--- src/rtl/sfx_sequencer.sv ---
// Sound-effect sequencer: plays one of four fixed note sequences into a buzzer note input.
// Optional macro SFX_PREEMPT_EN lets a new play request abort the running effect.
module sfx_sequencer #(
  parameter int unsigned CLK_FREQ = 100000000,
  parameter int unsigned TICK_HZ  = 50
) (
  input  logic       clk,
  input  logic       rst_n,
  input  logic       i_play,
  input  logic [1:0] i_sfx_sel,
  output logic [5:0] o_music_scale,
  output logic       o_busy,
  output logic       o_done
);

  localparam int unsigned TICK_CYCLES = CLK_FREQ / TICK_HZ;
  localparam int unsigned PRE_W       = (TICK_CYCLES > 1) ? $clog2(TICK_CYCLES) : 1;
  localparam logic [PRE_W-1:0] PRE_LAST = PRE_W'(TICK_CYCLES - 1);

`ifdef SFX_PREEMPT_EN
  localparam bit PREEMPT = 1'b1;
`else
  localparam bit PREEMPT = 1'b0;
`endif

  if (TICK_CYCLES < 1) begin : g_bad_tick
    $error("sfx_sequencer: CLK_FREQ/TICK_HZ must be at least 1");
  end

  typedef enum logic {S_IDLE, S_PLAY} state_e;

  state_e           state_q, state_d;
  logic [1:0]       sel_q, sel_d;
  logic [4:0]       idx_q, idx_d;
  logic [PRE_W-1:0] pre_q, pre_d;
  logic [3:0]       tick_q, tick_d;
  logic [5:0]       scale_q, scale_d;
  logic             busy_q, busy_d;
  logic             done_q, done_d;

  logic [5:0]       ent_scale;
  logic [3:0]       ent_dur;

  // Effect table; index 16 (past the last entry) reads as an end marker so the index never wraps.
  always_comb begin
    ent_scale = 6'd0;
    ent_dur   = 4'd0;
    if (!idx_q[4]) begin
      unique case (sel_q)
        2'd0: case (idx_q[3:0])
          4'd0:    begin ent_scale = 6'd15; ent_dur = 4'd2; end
          4'd1:    begin ent_scale = 6'd22; ent_dur = 4'd3; end
          default: begin ent_scale = 6'd0;  ent_dur = 4'd0; end
        endcase
        2'd1: case (idx_q[3:0])
          4'd0:    begin ent_scale = 6'd10; ent_dur = 4'd2; end
          4'd1:    begin ent_scale = 6'd0;  ent_dur = 4'd1; end
          4'd2:    begin ent_scale = 6'd8;  ent_dur = 4'd2; end
          default: begin ent_scale = 6'd0;  ent_dur = 4'd0; end
        endcase
        2'd2: case (idx_q[3:0])
          4'd0:    begin ent_scale = 6'd22; ent_dur = 4'd1; end
          4'd1:    begin ent_scale = 6'd24; ent_dur = 4'd1; end
          4'd2:    begin ent_scale = 6'd26; ent_dur = 4'd2; end
          default: begin ent_scale = 6'd0;  ent_dur = 4'd0; end
        endcase
        default: case (idx_q[3:0])
          4'd0:    begin ent_scale = 6'd20; ent_dur = 4'd3; end
          4'd1:    begin ent_scale = 6'd17; ent_dur = 4'd3; end
          4'd2:    begin ent_scale = 6'd13; ent_dur = 4'd6; end
          default: begin ent_scale = 6'd0;  ent_dur = 4'd0; end
        endcase
      endcase
    end
  end

  // Next-state and registered-output logic.
  always_comb begin
    state_d = state_q;
    sel_d   = sel_q;
    idx_d   = idx_q;
    pre_d   = pre_q;
    tick_d  = tick_q;
    scale_d = scale_q;
    busy_d  = busy_q;
    done_d  = 1'b0;
    unique case (state_q)
      S_IDLE: begin
        scale_d = 6'd0;
        busy_d  = 1'b0;
        if (i_play) begin
          state_d = S_PLAY;
          sel_d   = i_sfx_sel;
          idx_d   = 5'd0;
          pre_d   = '0;
          tick_d  = 4'd0;
        end
      end
      default: begin
        if (PREEMPT && i_play) begin
          sel_d  = i_sfx_sel;
          idx_d  = 5'd0;
          pre_d  = '0;
          tick_d = 4'd0;
        end else if (ent_dur == 4'd0) begin
          state_d = S_IDLE;
          scale_d = 6'd0;
          busy_d  = 1'b0;
          done_d  = 1'b1;
          idx_d   = 5'd0;
          pre_d   = '0;
          tick_d  = 4'd0;
        end else begin
          scale_d = ent_scale;
          busy_d  = 1'b1;
          if (pre_q == PRE_LAST) begin
            pre_d = '0;
            if (tick_q == ent_dur - 4'd1) begin
              tick_d = 4'd0;
              idx_d  = idx_q + 5'd1;
            end else begin
              tick_d = tick_q + 4'd1;
            end
          end else begin
            pre_d = pre_q + PRE_W'(1);
          end
        end
      end
    endcase
  end

  always_ff @(posedge clk or negedge rst_n) begin
    if (!rst_n) begin
      state_q <= S_IDLE;
      sel_q   <= 2'd0;
      idx_q   <= 5'd0;
      pre_q   <= '0;
      tick_q  <= 4'd0;
      scale_q <= 6'd0;
      busy_q  <= 1'b0;
      done_q  <= 1'b0;
    end else begin
      state_q <= state_d;
      sel_q   <= sel_d;
      idx_q   <= idx_d;
      pre_q   <= pre_d;
      tick_q  <= tick_d;
      scale_q <= scale_d;
      busy_q  <= busy_d;
      done_q  <= done_d;
    end
  end

  assign o_music_scale = scale_q;
  assign o_busy        = busy_q;
  assign o_done        = done_q;

endmodule

--- config.mk ---
export PLATFORM = sky130hd
export DESIGN_NAME = sfx_sequencer
export DESIGN_NICKNAME = d
export VERILOG_FILES = /design/src/rtl/sfx_sequencer.sv
export SDC_FILE = /design/constraint.sdc
export NUM_CORES = 1
export LEC_CHECK = 0
export BUFFER_PORTS_ARGS = -buffer_cell sky130_fd_sc_hd__buf_2
export CAP_MARGIN = 20
export CORE_ASPECT_RATIO = 0.6
export CORE_MARGIN = 5
export CORE_UTILIZATION = 45
export DETAILED_ROUTE_END_ITERATION = 6
export PLACE_DENSITY = 0.59
export SETUP_SLACK_MARGIN = 0.1
export SLEW_MARGIN = 10
export SYNTH_ARGS = -nofsm -noshare
export SYNTH_HDL_FRONTEND = slang
export SYNTH_SLANG_ARGS = --single-unit
--- constraint.sdc ---
create_clock -name clk -period 5.1 [get_ports clk]
set_clock_uncertainty 0.05 [all_clocks]
set_input_delay 1.02 -clock clk [delete_from_list [all_inputs] [get_ports clk]]
set_output_delay 1.02 -clock clk [all_outputs]
set_load 0.01 [all_outputs]
; Yosys cells after proc, flatten, opt, wreduce, memory -nomap -nowiden
; Index checks and enable logic that the tools add are counted.
[op_classes]
add_sub_neg = 4
multipliers = 0
div = 0
order_cmp = 0
eq_ne = 8
shift = 0
mux = 34
bitwise_logic = 1
reduce_logical = 9
[ops]
columns = operator, count
row1 = 21-bit 2-to-1 mux, 4
row2 = 5-bit one-hot mux with 3 select lines, 2
row3 = 5-bit 2-to-1 mux, 5
row4 = 4-bit 2-to-1 mux, 6
row5 = "21-bit by 1-bit adder with 21-bit output, second input constant", 1
row6 = "21-bit == test, second input constant", 1
row7 = 6-bit 2-to-1 mux, 3
row8 = 6-bit one-hot mux with 3 select lines, 1
row9 = 2-bit one-hot mux with 2 select lines, 3
row10 = 4-bit one-hot mux with 3 select lines, 1
row11 = 5-bit one-hot mux with 2 select lines, 1
row12 = 4-bit logical NOT, 2
row13 = 4-bit one-hot mux with 2 select lines, 1
row14 = 1-bit 2-to-1 mux, 6
row15 = "3-bit by 1-bit inequality test with 1-bit output, second input constant", 2
row16 = 3-bit one-hot mux with 2 select lines, 1
row17 = "5-bit by 1-bit adder with 5-bit output, second input constant", 1
row18 = "4-bit by 1-bit adder with 4-bit output, second input constant", 1
row19 = "4-bit by 1-bit == test with 1-bit output, second input constant", 1
row20 = "4-bit by 2-bit == test with 1-bit output, second input constant", 1
row21 = 4-bit == test, 1
row22 = 2-bit AND reduction, 2
row23 = 2-bit OR reduction, 2
row24 = "4-bit by 1-bit subtractor with 4-bit output, second input constant", 1
row25 = other kinds (6), 6
[totals]
regBits = 41
latch_bits = 0
ramBits = 0
romBits = 0
out_inout_bits = 8
word_cells = 64
mem_count = 0

; Depth between registers and ports, before layout
[logic_depth]
depth_word = 11
depth_mapped = 15
depth_no_buf = 14

; Least setup slack after synthesis
; OpenSTA, ideal clock, no wires.
[synth_path]
path_type = reg-to-reg
start = register idx_q[0]
end = register idx_q[4]
arrival_time_ns = 2.882
path_slack_ns = 2.099
path_stages_with_launch = 13
period_less_slack_ns = 3.001
cell_sequence = dfrtp_1 inv_1 ha_1 and3_1 o31ai_1 a221o_1 ha_1 ha_1 xor2_1 nand2_1 or3_4 or4_1 nand3_1
[synth_between]
elab_chain_cells = 9
word_cells_on_any_way = 22
cone_classes = 2 x add/sub / 5 x eq/ne / 10 x mux / 5 x reduce/logical
[synth_rtl]
columns = item, line_no
row1 = "start, declared", 34  ; logic [4:0] idx_q, idx_d;
row2 = "start signal, assigned", 145  ; idx_q <= idx_d;
row3 = "4-bit by 1-bit == test with 1-bit output, or another cell as far along", n/a
row4 = 2-bit OR reduction (no source line), n/a
row5 = "3-bit one-hot mux with 2 select lines, or another cell as far along", 67  ; default: case (idx_q[3:0])
row6 = 4-bit one-hot mux with 3 select lines, 49  ; unique case (sel_q)
row7 = 4-bit 2-to-1 mux, 48  ; if (!idx_q[4]) begin
row8 = 4-bit by 1-bit subtractor with 4-bit output, 118  ; if (tick_q == ent_dur - 4'd1) begin
row9 = 4-bit == test, 118
row10 = 3-bit by 1-bit inequality test with 1-bit output (no source line), n/a
row11 = 3-bit AND reduction (no source line), n/a
; Several ways; a longest one is shown, not always the timed one. The select of a mux whose other input is x is not followed.
; A chain may end at the register's enable or synchronous reset.

; Worst setup path after layout
[layout_path]
start = register idx_q[0]
end = register idx_q[0]
; Same word-level chain as after synthesis.

==> flow_summary.ini <==
[worst_setup_path]
timing.critical_path.required_ns = 5.23
worstRegToRegCells = 13
category_of_the_worst_setup_path_launch_point = flip-flop
critical_path_peak_fanout = 13
setup.worst_path.end_class = flip-flop
worst-endpoint-arrival_ns = 3.98
criticalPathCategory = flip-flop to flip-flop

[timing]
final_hold_viol_count = 0
worstMarginPinSlew_ns = 0.899
final_min_period_ns = 3.86
finalMaxSlewViolations = 0
maxClockFrequency_mhz = 259
grt_setup_unrepaired = false
relSlewSlack_pct = 40.1
postLayoutSetupSlackWorst_ns = 1.24
setup_tns_ns = 0
final-setup-viol-count = 0
final.period_utilization_pct = 75.6

[logic_synthesis]
count_of_flip_flops_with_a_built_in_enable_after_synthesis = 0
seq_area_frac_synth_pct = 46.4
synth.yosys.warnings = 0
synth-async-reset-ratio_pct = 100
synth.area.mux_share_pct = 2.03
yosys-top-cells-area = sky130_fd_sc_hd__dfrtp_1 (46%), sky130_fd_sc_hd__nor2_1 (5.6%), sky130_fd_sc_hd__xor2_1 (4.9%)
synth-simple-area-share_pct = 22.7
synth_top_area_share_pct = 46.4
syn_area_per_cell_um2 = 9.50
synthDominantAreaCellType = sky130_fd_sc_hd__dfrtp_1
count_of_state_elements_after_synthesis = 40
synth-adder-area-share_pct = 4.64
syn_inst = 227
dominantRegCellSynth = sky130_fd_sc_hd__dfrtp_1
synth-xor-area-share_pct = 7.71
netlist_area_mm2 = 0.00216
synth_fp_nets = 240
main_combinational_cell_family_by_area_after_synthesis = simple AND/OR/NAND/NOR gates
ys_types = 49
synth-compound-area-share_pct = 13.1

[placed_design]
io_buffer_count = 11
gpl.final_weighted_congestion = 0.815
dpl.cell_count = 294
setup_ws_pre_cts_ns = 1.28
detailedPlacementHpwl_um = 3210

[grt]
grt_max_degree = 41
first_global_vias = 1512
number_of_antenna_violations_at_the_first_check_in_global_routing = 0
globalRoute.totalOverflow = 0
grt_pass1_wl_um = 7600
grt_overall_usage_pct = 15.2

[clock_tree]
number_of_h_tree_branching_levels = 2
cts_root_buf = sky130_fd_sc_hd__clkbuf_8
clock_sink_count = 40
clk_pin_slew_ns = 0.08
post_cts.repair.setup_buffers = 0
cts_bufs_inserted = 5
cts-resized-gates = 0
cts.hold.buffers_added = 0
clockBufferDepth = 2
tritoncts_clock_tree = done
worst_skew_pair.late_latency_ns = 0.29

[floorplan]
initial_utilization_pct = 46.8
dieArea_mm2 = 0.00632
die_w_um = 99.4
rows = 19
fp.coreArea_mm2 = 0.00461
ios = 13
die_height_um = 63.6

[drt]
wire_length_after_detailed_routing_um = 4470
routed.top_layer = met4
first_iter_violations = 98
route.met2.wl_um = 1610
wirelength_met1_um = 2520
vias = 1673
drc_viols = 0
detail-route-antenna-nets = 0
met3_wirelength_um = 304
routed_wire_length_per_instance_um = 14.8
first_pass_iters = 5
detail_route.vias_per_cell = 5.54

[finish]
post_layout_nonfiller_instances = 302
synthToLayoutAreaGrowth_pct = 9.45
drive_above_1_share_pct = 11.7
antenna-diode-count = 0
n_fill_cell = 451
num-nets-final = 251

[run_status]
run_status = completed

[power]
ir_drop_worst_case_vdd_uv = 430
power_leakage_nw = 1.05
power.density_mw_per_mm2 = 545

[worst_hold_path]
hold-path-cell-count = 1
hold_class = flip-flop to flip-flop

[run]
cap_viol_max_count = 0
## state kept, by name, summed over array words and instances (netlist names)
signal	flops
o_done	1
o_music_scale	5
pre_q	21
state_q	1
tick_q	4
sel_q	2
idx_q	5
o_busy	1
## kinds of logic (layout without fill, tap and decap cells)
logic type / Yosys count / after routing
multiplexers: 4 / 4
adder cells (fa/ha/maj): 8 / 8
other: 1 / 1
AO/OA/AOI/OAI: 42 / 42
buffers and inverters: 17 / 29
XOR/XNOR: 19 / 19
AND/OR/NAND/NOR: 96 / 96
flip-flops: 40 / 40
## layout make-up
class / instances / area [µm²] / share of cell area [%]
clock buffer: 7 / 86.3 / 3.66
clock inverter: 1 / 7.51 / 0.318
inverter: 8 / 30.0 / 1.27
multi-input combinational: 170 / 1090 / 46.1
sequential: 40 / 1000 / 42.4
tap: 63 / 78.8 / 3.34
timing repair buffer: 13 / 70.1 / 2.97
## synthesized netlist by cell type, types with 2 or more instances
cell	number
sky130_fd_sc_hd__a21oi_1	6
sky130_fd_sc_hd__a22o_1	3
sky130_fd_sc_hd__a31oi_1	2
sky130_fd_sc_hd__and3_1	5
sky130_fd_sc_hd__and4_1	2
sky130_fd_sc_hd__clkbuf_1	7
sky130_fd_sc_hd__dfrtp_1	40
sky130_fd_sc_hd__ha_1	8
sky130_fd_sc_hd__inv_1	7
sky130_fd_sc_hd__mux2_2	3
sky130_fd_sc_hd__nand2_1	18
sky130_fd_sc_hd__nand2b_1	4
sky130_fd_sc_hd__nand3_1	12
sky130_fd_sc_hd__nand4_1	5
sky130_fd_sc_hd__nor2_1	32
sky130_fd_sc_hd__nor2b_1	2
sky130_fd_sc_hd__nor3_1	2
sky130_fd_sc_hd__nor4_1	4
sky130_fd_sc_hd__nor4bb_1	2
sky130_fd_sc_hd__o21ai_0	7
sky130_fd_sc_hd__o21ai_1	7
sky130_fd_sc_hd__o22ai_1	3
sky130_fd_sc_hd__o311ai_1	2
sky130_fd_sc_hd__o31ai_1	2
sky130_fd_sc_hd__xnor2_1	7
sky130_fd_sc_hd__xor2_1	12
## cells in the final DEF (no fill, tap or decap), drive strengths merged, types with 2 or more instances in the layout
| cell | n |
|---|---|
| a21oi | 6 |
| a22o | 3 |
| a31oi | 2 |
| and3 | 5 |
| and4 | 2 |
| buf | 13 |
| clkbuf | 7 |
| dfrtp | 40 |
| ha | 8 |
| inv | 8 |
| mux2 | 3 |
| nand2 | 18 |
| nand2b | 4 |
| nand3 | 12 |
| nand4 | 5 |
| nor2 | 32 |
| nor2b | 2 |
| nor3 | 2 |
| nor4 | 4 |
| nor4bb | 2 |
| o21ai | 14 |
| o22ai | 3 |
| o311ai | 2 |
| o31ai | 2 |
| or4 | 2 |
| xnor2 | 7 |
| xor2 | 12 |
## critical path, cell delays in order, from the launching register on
cell and delay [ns]:
sky130_fd_sc_hd__dfrtp_1 0.40, sky130_fd_sc_hd__inv_1 0.10, sky130_fd_sc_hd__ha_1 0.25, sky130_fd_sc_hd__and3_1 0.22, sky130_fd_sc_hd__o31ai_1 0.23, sky130_fd_sc_hd__a221o_1 0.19, sky130_fd_sc_hd__ha_1 0.15, sky130_fd_sc_hd__ha_1 0.15
sky130_fd_sc_hd__nand2b_1 0.32, sky130_fd_sc_hd__inv_2 0.20, sky130_fd_sc_hd__o41a_1 0.28, sky130_fd_sc_hd__nor2_1 0.69, sky130_fd_sc_hd__o21ai_1 0.19, sky130_fd_sc_hd__mux2_2 0.31
## where the power goes
group	switching, mW	internal, mW
Combinational	0.377	0.235
Clock	0.107	0.110
Sequential	0.0719	0.387
## stage by stage
step	utilization (%)	hold slack (ns)	cell area, µm²	power, mW
floorplan	-	0.430	2160	0.908
global placement	49.2	0.469	2270	1.07
detailed placement	49.2	0.463	2270	1.07
CTS	51.2	0.476	2360	1.29
global route	51.2	0.513	2360	1.39
finish	51.2	0.469	2360	1.29
## per-layer routing
layer,up-vias,global-route usage [%]
li1,821,-
met1,808,25.9
met2,40,17.6
met3,4,4.30
met4,0,3.58
met5,-,0
## final timing paths
kind | startpoint | to | slack (ns)
setup / recovery | idx_q[0] | idx_q[0] | 1.24
hold / removal | pre_q[4] | pre_q[4] | 0.47
setup reg to reg | idx_q[0] | idx_q[0] | 1.24
hold reg to reg | pre_q[4] | pre_q[4] | 0.47
max in group asynchronous | rst_n | pre_q[10] | 3.63
min in group asynchronous | rst_n | tick_q[2] | 0.81
Note: power is estimated with default switching activity, not from simulation.
